### src/rtl/sdm_pkg.sv
// Shared definitions for the sigma-delta DAC sample path (feeder, FIFO, modulator wrapper).
package sdm_pkg;

  localparam int SDM_DW       = 16;
  localparam int SDM_OSR_LOG2 = 6;
  localparam int SDM_FIFO_AW  = 3;

  typedef logic signed [SDM_DW-1:0] sample_t;

endpackage

### src/rtl/sdm_sample_fifo.sv
// Synchronous sample FIFO, depth 2^AW, with occupancy output and a look-ahead head word.
module sdm_sample_fifo
  import sdm_pkg::*;
#(
  parameter int DW = SDM_DW,
  parameter int AW = SDM_FIFO_AW
) (
  input  logic          clk,
  input  logic          rst,
  input  logic          wr_valid,
  input  logic [DW-1:0] wr_data,
  output logic          wr_ready,
  input  logic          rd_en,
  output logic [DW-1:0] rd_data,
  output logic          empty,
  output logic [AW:0]   level
);

  localparam int DEPTH = 1 << AW;
  localparam logic [AW:0] FULL_LVL = (AW+1)'(DEPTH);

  logic [DW-1:0] mem_q [DEPTH];
  logic [AW-1:0] wr_ptr_q, wr_ptr_d;
  logic [AW-1:0] rd_ptr_q, rd_ptr_d;
  logic [AW:0]   level_q, level_d;
  logic          do_wr, do_rd;

  // A full FIFO refuses writes even when a pop frees a slot in the same cycle.
  always_comb begin
    do_wr    = wr_valid && (level_q != FULL_LVL);
    do_rd    = rd_en && (level_q != '0);
    wr_ptr_d = do_wr ? wr_ptr_q + 1'b1 : wr_ptr_q;
    rd_ptr_d = do_rd ? rd_ptr_q + 1'b1 : rd_ptr_q;
    level_d  = level_q;
    case ({do_wr, do_rd})
      2'b10:   level_d = level_q + 1'b1;
      2'b01:   level_d = level_q - 1'b1;
      default: level_d = level_q;
    endcase
  end

  always_ff @(posedge clk or posedge rst) begin
    if (rst) begin
      wr_ptr_q <= '0;
      rd_ptr_q <= '0;
      level_q  <= '0;
    end else begin
      wr_ptr_q <= wr_ptr_d;
      rd_ptr_q <= rd_ptr_d;
      level_q  <= level_d;
    end
  end

  always_ff @(posedge clk) begin
    if (do_wr) mem_q[wr_ptr_q] <= wr_data;
  end

  assign rd_data  = mem_q[rd_ptr_q];
  assign empty    = (level_q == '0);
  assign level    = level_q;
  assign wr_ready = (level_q != FULL_LVL);

endmodule

### src/rtl/sdm_interp_feeder.sv
// Releases one buffered sample per 2^OSR_LOG2-clock frame and drives the modulator
// input as a zero-order hold or a linear ramp between consecutive samples.
module sdm_interp_feeder
  import sdm_pkg::*;
#(
  parameter int DW       = SDM_DW,
  parameter int OSR_LOG2 = SDM_OSR_LOG2,
  parameter int FIFO_AW  = SDM_FIFO_AW
) (
  input  logic               clk,
  input  logic               rst,
  input  logic               en,
  input  logic               lin_mode,
  input  logic               wr_valid,
  input  logic [DW-1:0]      wr_data,
  output logic               wr_ready,
  output logic [FIFO_AW:0]   level,
  input  logic               underrun_clr,
  output logic               underrun,
  output logic               frame_tick,
  output logic [DW-1:0]      dout
);

  localparam int ACC_W = DW + OSR_LOG2;

  logic [OSR_LOG2-1:0] phase_q, phase_d;
  logic [DW-1:0]       nxt_q, nxt_d;
  logic [ACC_W-1:0]    acc_q, acc_d;
  logic [DW:0]         step_q, step_d;
  logic                underrun_q, underrun_d;
  logic                boundary, pop, fifo_empty;
  logic [DW-1:0]       head;

  sdm_sample_fifo #(.DW(DW), .AW(FIFO_AW)) u_fifo (
    .clk      (clk),
    .rst      (rst),
    .wr_valid (wr_valid),
    .wr_data  (wr_data),
    .wr_ready (wr_ready),
    .rd_en    (pop),
    .rd_data  (head),
    .empty    (fifo_empty),
    .level    (level)
  );

  assign boundary = en && (phase_q == '1);
  assign pop      = boundary && !fifo_empty;

  // The frame-start value (cur) is the acc reload value itself, so acc carries it
  // for the whole frame; step is the full-precision difference toward the next sample.
  always_comb begin
    phase_d    = phase_q;
    nxt_d      = nxt_q;
    acc_d      = acc_q;
    step_d     = step_q;
    underrun_d = underrun_q;
    if (underrun_clr) underrun_d = 1'b0;
    if (boundary) begin
      phase_d = '0;
      acc_d   = {nxt_q, {OSR_LOG2{1'b0}}};
      step_d  = '0;
      if (pop) begin
        nxt_d = head;
        if (lin_mode) step_d = {head[DW-1], head} - {nxt_q[DW-1], nxt_q};
      end else begin
        underrun_d = 1'b1;
      end
    end else if (en) begin
      phase_d = phase_q + 1'b1;
      acc_d   = acc_q + {{(OSR_LOG2-1){step_q[DW]}}, step_q};
    end
  end

  always_ff @(posedge clk or posedge rst) begin
    if (rst) begin
      phase_q    <= '0;
      nxt_q      <= '0;
      acc_q      <= '0;
      step_q     <= '0;
      underrun_q <= 1'b0;
    end else begin
      phase_q    <= phase_d;
      nxt_q      <= nxt_d;
      acc_q      <= acc_d;
      step_q     <= step_d;
      underrun_q <= underrun_d;
    end
  end

  assign frame_tick = boundary;
  assign underrun   = underrun_q;
  assign dout       = acc_q[ACC_W-1:OSR_LOG2];

endmodule

### config.mk
export PLATFORM = sky130hd
export DESIGN_NAME = sdm_interp_feeder
export DESIGN_NICKNAME = d
export VERILOG_FILES = /design/src/rtl/sdm_pkg.sv /design/src/rtl/sdm_sample_fifo.sv /design/src/rtl/sdm_interp_feeder.sv
export SDC_FILE = /design/constraint.sdc
export NUM_CORES = 1
export LEC_CHECK = 0
export ABC_AREA = 1
export BUFFER_PORTS_ARGS = -buffer_cell sky130_fd_sc_hd__buf_2
export CORE_ASPECT_RATIO = 1.75
export CORE_UTILIZATION = 52
export DETAILED_ROUTE_END_ITERATION = 16
export GPL_TIMING_DRIVEN = 1
export PLACE_DENSITY = 0.69
export SYNTH_ARGS = -nofsm -noshare
export SYNTH_HDL_FRONTEND = slang
export SYNTH_SLANG_ARGS = --single-unit
### constraint.sdc
create_clock -name clk -period 3.6 [get_ports clk]
set_input_delay 0.18 -clock clk [delete_from_list [all_inputs] [get_ports clk]]
set_output_delay 0.18 -clock clk [all_outputs]
set_load 0.005 [all_outputs]
-- After elaboration in Yosys (flattened, before gate mapping)
Memory sizes are Yosys's and may differ from the RTL's.
Cells that the tools add are included.
- add/subtract/negate cells: 7
- equality and inequality tests: 4
- mux-type cells: 12
- reductions and logical operators: 10
- operators by type and width (cell ; number):
    $mux 22 ; 2
    $mux 17 ; 2
    $add 22x22->22 ; 1
    $sub 16x16->17 ; 1
    $mux 6 ; 2
    $pmux 4 s2 ; 1
    $add 3x1->3 const B ; 2
    $add 6x1->6 const B ; 1
    $eq 6x6->1 const B ; 1
    $mux 1 ; 5
    $add 4x1->4 const B ; 1
    $logic_and 1x1->1 ; 4
    $logic_not 4->1 ; 1
    $ne 4x4->1 const B ; 1
    $reduce_bool 2->1 ; 2
    $reduce_bool 4->1 ; 1
    $sub 4x1->4 const B ; 1
    $eq 2x1->1 const B ; 1
    $eq 2x2->1 const B ; 1
    $reduce_and 2->1 ; 1
    $logic_not 1->1 ; 1
- register bits: 72
- memory bits (writable): 128
- bits of input ports: 22
- output and inout port bits: 23
- memories: 1
- memories (name ; depth ; width ; read ports ; clocked after Yosys merged registers in ; wr ports ; line ; source):
    u_fifo.mem_q ; 8 ; 16 ; 1 ; 0 ; 1 ; sdm_sample_fifo.sv:22 ; logic [DW-1:0] mem_q [DEPTH];

-- Depth between registers and ports, before layout
Gate-level depths: netlist of the first run.
- depth after elaboration: 6
- mapped depth: 19

-- Modules after synthesis
From an unflattened synthesis of the first run, not the netlist that was laid out.
- cells, all modules: 1363
- area total of the unflattened synthesis: 11048.1 µm²
- by module, submodules not included (module ; times used ; cells an instance ; area each (µm²) ; seq. area each (µm²)):
    sdm_sample_fifo ; 1 ; 634 ; 6112.1 ; 4093.9
    sdm_interp_feeder ; 1 ; 729 ; 4936.0 ; 1551.5

-- Worst setup path after synthesis of the first run
Ideal clock, no wire load.
- kind: register -> register
- start: reg phase_q[0]
- end: reg u_fifo.level_q[3] (netlist: u_fifo.level[3])
- setup time: 0.131 ns
- arrival time: 2.395 ns
- required time: 3.469 ns
- setup slack: 1.074 ns
- stages on the path, launching flop included: 16
- buffers on the path: 1
- path through: dfrtp_1 ha_1 nand2_2 nor3b_4 nand2_4 clkinv_4 nand2_4 inv_2 buf_2 ha_1 ha_1 a21oi_1 nand2_1 a21oi_1 o21ai_0 xor2_1
- longest elaborated chain between the ends: 6
- elaborated cells on any way between the ends: 8
- those cells by class: eq/ne (3); mux (1); reduce/logical (4)
- ends and longest elaborated chain (element ; line ; source):
    from (decl) ; sdm_interp_feeder.sv:26 ; logic [OSR_LOG2-1:0] phase_q, phase_d;
    from (signal assigned) ; sdm_interp_feeder.sv:82 ; phase_q <= phase_d;
    $eq 6x6->1 * ; sdm_interp_feeder.sv:46 ; assign boundary = en && (phase_q == '1);
    $logic_and 1x1->1 * ; sdm_interp_feeder.sv:46 ;
    via frame_tick ; sdm_interp_feeder.sv:20 ; output logic frame_tick,
    $logic_and 1x1->1 * ; sdm_interp_feeder.sv:47 ; assign pop = boundary && !fifo_empty;
    $logic_and 1x1->1 * ; sdm_sample_fifo.sv:31 ; do_rd = rd_en && (level_q != '0);
    via u_fifo.do_rd ; sdm_sample_fifo.sv:26 ; logic do_wr, do_rd;
    $eq 2x1->1 / $eq 2x2->1 (equally long branches) ; sdm_sample_fifo.sv:35 ; case ({do_wr, do_rd})
    $pmux 4 s2 / $reduce_bool 2->1 (equally long branches) ; - ;
    to (signal assigned) ; sdm_sample_fifo.sv:50 ; level_q <= level_d;
    to (decl) ; sdm_sample_fifo.sv:25 ; logic [AW:0] level_q, level_d;
Mark *: on every way through the listed nets, which the timed path passes. The rest lies on a longest branch.
A chain may end at the register's enable or synchronous reset.

-- Worst setup path in the final report of the first run
- start: reg u_fifo.rd_ptr_q[1]
- end: reg step_q[16]
- longest elaborated chain between the ends: 4
- ends and longest elaborated chain (element ; line ; source):
    from (decl) ; sdm_sample_fifo.sv:24 ; logic [AW-1:0] rd_ptr_q, rd_ptr_d;
    from (signal assigned) ; sdm_sample_fifo.sv:49 ; rd_ptr_q <= rd_ptr_d;
    $mem_v2 8x16 ; - ;
    via head[1] ; sdm_interp_feeder.sv:32 ; logic [DW-1:0] head;
    $sub 16x16->17 ; sdm_interp_feeder.sv:64 ; if (lin_mode) step_d = {head[DW-1], head} - {nxt_q[DW-1], nxt_q};
    $mux 17 ; sdm_interp_feeder.sv:64 ;
    $mux 17 ; sdm_interp_feeder.sv:62 ; if (pop) begin
    to (signal assigned) ; sdm_interp_feeder.sv:85 ; step_q <= step_d;
    to (decl) ; sdm_interp_feeder.sv:29 ; logic [DW:0] step_q, step_d;
The timed path passes the listed nets, and every way through them passes these cells.

==> results of run 1 <==
cell type report:
class / instances / area share, %
multi-input combinational: 784 / 35.0
inverter: 116 / 3.90
clock inverter: 14 / 1.30
clock buffer: 18 / 3.79
timing repair buffer: 65 / 3.49
sequential: 200 / 49.8
tap: 241 / 2.66
cell families (layout without fill, tap and decap cells):
logic type / after synthesis / in the layout / synth area share (%)
DFF: 200 / 200 / 54.6
xor gates and xnor gates: 22 / 22 / 1.86
AOI/OAI and AO/OA: 203 / 203 / 10.6
buffers and inverters: 168 / 213 / 7.08
and+or+nand+nor: 513 / 513 / 20.1
adders and majority gates: 46 / 46 / 5.78
layer usage:
| metal | GRT usage, % | vias up |
|---|---|---|
| li1 | - | 3892 |
| met1 | 26.6 | 3681 |
| met2 | 48.9 | 146 |
| met3 | 3.56 | 52 |
| met4 | 11.6 | 0 |
| met5 | 0 | - |
power breakdown:
part	switching, mW	internal [mW]
Clock	0.850	1.03
Sequential	0.308	3.01
Combinational	3.30	1.75
Total	4.46	5.79
synth_stat cells, types with 4 or more instances:
| cell | instances |
|---|---|
| a21oi_1 | 29 |
| nor2_1 | 156 |
| o21ai_1 | 13 |
| nand2_1 | 274 |
| nand3_1 | 60 |
| o22ai_1 | 16 |
| xnor2_1 | 9 |
| buf_2 | 11 |
| edfxtp_1 | 128 |
| a21boi_0 | 4 |
| nor3_1 | 7 |
| xor2_1 | 13 |
| inv_1 | 113 |
| o21bai_1 | 4 |
| clkbuf_1 | 18 |
| o21ai_0 | 116 |
| a31oi_1 | 15 |
| nand4_1 | 6 |
| buf_4 | 20 |
| ha_1 | 43 |
| dfrtp_1 | 72 |
path summary, 6_finish.rpt:
path	endpoint	cells after the start	start
setup / recovery	step_q[16]$_DFFE_PP0P_	16	u_fifo.rd_ptr_q[1]$_DFFE_PP0P_
hold / removal	u_fifo.mem_q[6][10]$_DFFE_PP_	1	wr_data[10]
max in group asynchronous	step_q[15]$_DFFE_PP0P_	4	rst
setup reg to reg	step_q[16]$_DFFE_PP0P_	16	u_fifo.rd_ptr_q[1]$_DFFE_PP0P_
min in group asynchronous	underrun$_DFF_PP0_	3	rst
hold reg to reg	step_q[15]$_DFFE_PP0P_	2	step_q[15]$_DFFE_PP0P_
per-stage QoR:
stage | area [um^2] | setup slack (ns) | utilization (%)
global route | 11300 | 0.242 | 58.8
CTS | 11300 | 0.594 | 58.8
global placement | 10700 | 0.673 | 55.7
floorplan | 10300 | 1.07 | -
detailed placement | 10700 | 0.625 | 55.7
finish | 11300 | 0.580 | 58.8
worst reg2reg max path: cells and delay by family (launching register included):
family	cells	cell delay, ns
AOI/OAI and AO/OA	3	0.77
buffers and inverters	2	0.53
and+or+nand+nor	10	0.92
adders and majority gates	1	0.32
DFF	1	0.37
state kept, by name (all words and copies together) (netlist names):
register / flops
phase_q: 6
underrun: 1
nxt_q: 16
u_fifo.wr_ptr_q: 3
u_fifo.rd_ptr_q: 3
u_fifo.mem_q: 128
step_q: 17
u_fifo.level: 4
acc_q: 22
==> implementation parameters, run 1 <==
Parameter                              Value

Timing
  Maximum clock rate ... 331 MHz
  Least-Margin Pin Slew ... 0.953 ns
  Clock skew ... 0.0112 ns
  Minimum period implied by the final worst setup slack ... 3.02 ns
  Max Transition Viols Final ... 0
  Final hold slack ... 0.00109 ns
  Unrepaired setup endpoints after global routing ... no
  Worst slew slack as a fraction of its limit ... a little over a third
  Final setup TNS ... 0 ns
  Share of the clock period used by the worst path after layout ... a little over four fifths
  Final hold violation count ... 0
  Number of setup violations in the final report ... 0

CTS
  Post-cts sizing count ... 0
  Number of hold buffers added after CTS ... 2
  Number of buffers inserted during clock tree synthesis ... 17
  Clock latency on the worst-skew pair ... 0.45 ns
  Clock-pin transition on the worst setup and hold timing paths ... roughly 0.07 ns
  CTS tree ... yes
  Number of setup buffers added after CTS ... 0
  Number of clock sinks ... 200
  Clock Path Buffers ... 2
  Buffer cell driving the clock tree root ... clkbuf_16
  Total number of H-tree levels ... 4

Floorplanning
  I/O pin count ... 45
  Die outline area ... 20500 um^2
  Die H ... roughly 190 um
  Horizontal die dimension ... 109 um
  Initial Utilization ... a little over half
  Cell Rows ... 67
  Placeable core region ... about 19000 um^2

Pwr
  Power consumption ... 10.3 mW
  Total leakage power ... 5.09 nW
  Power Density ... 905 nW/um^2
  Maximum vdd drop ... just over 0.0004 V

Global routing
  First-pass GRT wire length ... 39200 um
  Overflow left after global routing ... 0
  Pin count of the biggest net entering global routing ... 66
  Via count of the first global-routing pass ... 7947
  Overall Global Routing Usage ... 25.5%
  Number of antenna violations at the first check in global routing ... 0

Place
  Last weighted congestion value of the routability-driven placer ... between 0.9 and 1
  Placed wire-length estimate ... 16800 um
  Placed cell count ... 1404
  Buffers on Ports ... 44

Worst setup path
  Slowest Stage Delay on Critical Path ... ~0.39 ns
  Required arrival time at the worst endpoint ... 3.94 ns
  Endpoint type of the worst setup path ... flop
  Critical path launch point type ... flop
  Slowest-stage cell, CP ... a31oi_1
  Setup CP Type ... reg -> reg
  Maximum fanout encountered on the critical timing path ... 20
  Gate family responsible for the most delay along the worst path ... simple AND/OR/NAND/NOR gates
  Minimum setup slack among reg-to-reg paths ... 0.58 ns
  Buffers plus inverters on the worst setup path ... 2
  Data arrival time of the critical path ... around 3.4 ns
  Critical path's most frequent cell ... nand2_1
  Ordered cell list for the critical path ... inv_1, buf_4, o21ai_0, o22ai_1, nor2_1, a31oi_1, fa_1, nand3_1, nand3_1, nand4_1, nand2_1, nand2_1, nand2_1, nand2_1, nand3_1, nand2_1

Route
  DR vias/cell ... between 5 and 6
  Vias after detailed routing ... 7771
  Starting DRT DRC Count ... 406
  Routed length on met1 ... 8920 um
  Met3 Routed Length ... 641 um
  Routed met2 length ... 13500 um
  Number of antenna-violating nets in the routed design ... 0
  Initial DRT Pass Iterations ... 5
  DRC errors left ... 0
  Top routing layer in use ... met4
  Average wire per cell in the routed design ... between 15 and 20 um
  Total wire length after detailed routing ... ~24000 um

Hold path
  HP Class ... in -> reg

Synthesis
  Cell area after technology mapping ... 10300 um^2
  Share of synthesized area occupied by flip-flops and latches ... 54.6%
  Distinct cells, synth ... 36
  Largest area contributor in the synthesized netlist ... edfxtp_1
  Async set-reset flop share out of synthesis ... 36.0%
  Proportion of netlist area held by the largest area contributor ... between 30% and 40%
  Number of standard cells after synthesis ... 1152
  Synth Flop Type ... edfxtp_1
  Net Count, Synth ... about 1200
  Post-synth EDFFs ... ~130
  Register bit count reported by yosys ... 200
  Yosys warning total ... 0
  Synth top area cells ... edfxtp_1 (37%), dfrtp_1 (17%), nand2_1 (9.9%), nor2_1 (5.7%), o21ai_0 (5.6%)
  Per-instance average area after synthesis ... 8.98 um^2

Cells and area
  Most frequent cells in the layout ... nand2_1 (274), nor2_1 (156), edfxtp_1 (128)
  Area taken by multi-input logic gates ... 3970 um^2
  Leading cell type in the layout, fill and taps excluded ... nand2_1
  Syn-to-layout area delta ... 9.52%
  Storage cell area ... roughly 5600 um^2
  Count of placed standard cells in the final layout, fillers left out ... 1438
  Total number of nets in the final design ... 1252
  Number of inserted diodes ... 0
  Share of cells above drive strength 1 ... 8.69%
  Layout filler cell count ... 1753

Status
  Status ... complete, no violations

Flow run
  Max-cap violations ... 0
Note: power is estimated with default switching activity, not from simulation.
==> run 2: changes to the inputs <==
--- a/config.mk
+++ b/config.mk
@@ -5,7 +5,7 @@
 export SDC_FILE = /design/constraint.sdc
 export NUM_CORES = 1
 export LEC_CHECK = 0
-export ABC_AREA = 1
+export ABC_AREA = 0
 export BUFFER_PORTS_ARGS = -buffer_cell sky130_fd_sc_hd__buf_2
 export CORE_ASPECT_RATIO = 1.75
 export CORE_UTILIZATION = 52
==> constraint.sdc (replaced) <==
create_clock -name clk -period 2.8 [get_ports clk]
set_input_delay 0.14 -clock clk [delete_from_list [all_inputs] [get_ports clk]]
set_output_delay 0.14 -clock clk [all_outputs]
set_load 0.005 [all_outputs]
==> run 2 against run 1 <==
The run now ends with hold timing, setup timing left. Cell count is 26% lower. Via count shrank 21%. Setup slack lost 0.95 ns.
==> implementation parameters, run 2 <==
Parameter                              Value

Pwr
  Power Density ... approximately 730 nW/um^2
  Share of total power in combinational logic ... 25.0%
  Total leakage power ... 4.56 nW
  Sequential cell fraction of total power ... between 40% and 50%
  Switching Share ... 29.7%
  Maximum vdd drop ... 0.000559 V
  Internal power contribution ... between 5 and 6 mW
  Switching power ... approximately 2.5 mW
  Proportion of power drawn by the clock network ... 27.8%

Global routing
  First-pass GRT wire length ... 33100 um
  Overall Global Routing Usage ... ~23%
  Overflow left after global routing ... 0
  Met3 Use GR ... under 10%
  Via count of the first global-routing pass ... 6392
  Pin count of the biggest net entering global routing ... between 70 and 80
  Met2 capacity usage during global routing ... 42.0%
  Met1 track demand over resource ... 26.1%
  Number of antenna violations at the first check in global routing ... 0
  Global-route layer with the greatest usage ... met2

Cells and area
  Final core utilization ... a little over three fifths
  Register name with the most flops ... u_fifo.mem_q
  Number of inserted diodes ... 0
  Share of cells above drive strength 1 ... 27.1%
  Total number of nets in the final design ... 885
  Max FFs per register ... approximately 130
  Syn-to-layout area delta ... 17.7%
  Leading cell type in the layout, fill and taps excluded ... edfxtp_1
  Most frequent cells in the layout ... edfxtp_1 (128), dfrtp_1 (71), nand2_1 (65)
  Top flop regs ... u_fifo.mem_q (128), acc_q (22), step_q (17)
  Layout filler cell count ... 1375

Timing
  Least-Margin Pin Slew ... ~0.96 ns
  Final hold violation count ... 13
  Unrepaired setup endpoints after global routing ... yes
  Max Transition Viols Final ... 0
  Number of setup violations in the final report ... 11
  Share of the clock period used by the worst path after layout ... 113%
  Worst slew slack as a fraction of its limit ... about 36%
  Worst-case setup margin in the final layout ... -0.375 ns
  Clock skew ... 0.0126 ns
  Maximum clock rate ... 315 MHz
  Minimum period implied by the final worst setup slack ... 3.18 ns
  Final hold slack ... -0.0178 ns

Synthesis
  Number of standard cells after synthesis ... just over 700
  Cell area after technology mapping ... approximately 9600 um^2
  Largest area contributor in the synthesized netlist ... edfxtp_1
  Synth Flop Type ... edfxtp_1
  Synth top area cells ... edfxtp_1 (40%), dfrtp_1 (19%), mux4_2 (7.5%), ha_1 (5.6%), nand2_1 (2.5%)
  Async set-reset flop share out of synthesis ... 36.0%
  Distinct cells, synth ... 63
  Net Count, Synth ... 785
  Library cell with the highest instance count after synthesis ... edfxtp_1
  Share of synthesized area occupied by flip-flops and latches ... 58.6%
  Most used standard cells in the synthesized netlist ... edfxtp_1 (128), dfrtp_1 (72), nand2_1 (65), o21ai_0 (46), ha_1 (43)
  Register bit count reported by yosys ... 200
  Per-instance average area after synthesis ... 13.4 um^2
  Post-synth EDFFs ... 128
  Yosys warning total ... 0
  Proportion of netlist area held by the largest area contributor ... between 30 and 40%

Hold path
  HP Class ... in -> async

Place
  Buffers on Ports ... 44
  Placed wire-length estimate ... 14300 um
  Last weighted congestion value of the routability-driven placer ... 0.886

Floorplanning
  Die outline area ... 19100 um^2
  I/O pin count ... 45
  Initial Utilization ... 53.4%
  Die H ... 182 um
  Horizontal die dimension ... 105 um
  Placeable core region ... ~18000 um^2
  Cell Rows ... between 60 and 70

Worst setup path
  Maximum fanout encountered on the critical timing path ... 6
  Ordered cell list for the critical path ... buf_6, mux4_2, mux2_4, fa_2, a21o_1, a211oi_2, o21ai_2, a31oi_2, o21ai_2, a211o_1, o311ai_1
  Buffers plus inverters on the worst setup path ... 1
  Critical path launch point type ... flop
  Gate family responsible for the most delay along the worst path ... compound AO/OA/AOI/OAI gates
  Required arrival time at the worst endpoint ... 3.13 ns
  Endpoint type of the worst setup path ... flop
  Data arrival time of the critical path ... 3.50 ns
  Critical path's most frequent cell ... o21ai_2
  Slowest-stage cell, CP ... mux4_2
  Setup CP Type ... reg -> reg
  Slowest Stage Delay on Critical Path ... 0.51 ns

CTS
  Number of clock sinks ... 200
  Clock Path Buffers ... 2
  Number of buffers inserted during clock tree synthesis ... 17
  Buffer cell driving the clock tree root ... clkbuf_16
  Clock-pin transition on the worst setup and hold timing paths ... about 0.07 ns
  CTS tree ... yes
  Clock latency on the worst-skew pair ... 0.44 ns
  Total number of H-tree levels ... 4

Status
  Violated checks ... hold timing, setup timing
  Status ... complete, but fails checks

Route
  Vias after detailed routing ... 6152
  Starting DRT DRC Count ... 290
  DRC errors left ... 0
  Initial DRT Pass Iterations ... 4
  Number of antenna-violating nets in the routed design ... 0
  Average wire per cell in the routed design ... 19.4 um
  DR vias/cell ... 5.79
  Total wire length after detailed routing ... 20700 um

Flow run
  Max-cap violations ... 0
[run 2: cell types whose count changed in the layout (fill, tap and decap cells not counted), sizes merged, moves of 9 or more]
cell,change
a21o,+14
a31oi,-9
buf,+45
dlygate4sd3,+16
inv,-89
mux2,+20
mux4,+32
nand2,-213
nand3,-51
nor2,-126
o21ai,-80
o22ai,-15
[run 2: final timing paths]
check	startpoint	to	slack [ns]	depth (start not counted)
max	u_fifo.rd_ptr_q[0]$_DFFE_PP0P_	step_q[16]$_DFFE_PP0P_	-0.38	11
min	rst	u_fifo.level[3]$_DFFE_PP0P_	-0.02	3
max reg2reg	u_fifo.rd_ptr_q[0]$_DFFE_PP0P_	step_q[16]$_DFFE_PP0P_	-0.38	11
min reg2reg	step_q[12]$_DFFE_PP0P_	step_q[12]$_DFFE_PP0P_	0.49	2
max in group asynchronous	rst	u_fifo.rd_ptr_q[0]$_DFFE_PP0P_	2.13	3
min in group clk	lin_mode	step_q[13]$_DFFE_PP0P_	0.04	2
[run 2: tightest hold or removal path: stages]
cell and delay, ns:
buf_2 0.10, inv_2 0.03, buf_4 0.71
[run 2: cell families after synthesis]
kind of cell / Yosys count / share of synthesized area [%]
xor gates and xnor gates: 37 / 3.36
muxes: 55 / 10.1
DFF: 200 / 58.6
adders and majority gates: 46 / 6.21
AOI/OAI and AO/OA: 157 / 10.9
buffers and inverters: 70 / 3.45
and+or+nand+nor: 152 / 7.37
[run 2: power by group through the flow]
stage	logic, mW	registers, mW	clock network [mW]
2_1_floorplan	1.36	3.90	0
3_3_place_gp	1.86	3.96	0
3_5_place_dp	1.92	3.99	0
4_1_cts	2.04	3.93	2.35
5_1_grt	2.30	3.98	2.47
6_report	2.09	3.94	2.32
[run 2: cell type report]
cell class                 instances  area, um^2  share of cell area, %
sequential                       200        5650                   49.8
clock inverter                    14         123                   1.08
tap                              234         293                   2.58
clock buffer                      17         425                   3.75
timing repair buffer             126         928                   8.18
inverter                          25        93.8                  0.827
multi-input combinational        447        3830                   33.8
[run 2: what timing repair did]
item,4_1_cts,5_1_grt
endpoints found under the hold margin,130,0
hold buffers,18,0
gates resized for setup,21,15
setup endpoints to repair,10,11
buffers inserted,7,5
pin swaps,9,20
gates cloned,0,0
[run 2: metal layers]
metal | vias to the layer above | routed length, um
met5 | - | 0
met4 | 0 | 497
met3 | 38 | 510
met2 | 113 | 11500
met1 | 3100 | 8180
li1 | 2901 | -
[run 2: through the flow]
step           std cells  setup WS (ns)  setup TNS [ns]  cell area (um^2)  power [mW]
2_1_floorplan        717         -0.357           -2.09              9710        5.26
3_3_place_gp        1004         -0.314           -2.54             10400        5.82
3_5_place_dp        1004         -0.393           -3.17             10400        5.91
4_1_cts             1060         -0.329           -2.73             11200        8.33
5_1_grt             1063         -0.486           -4.62             11300        8.75
6_report            1063         -0.375           -3.27             11300        8.34
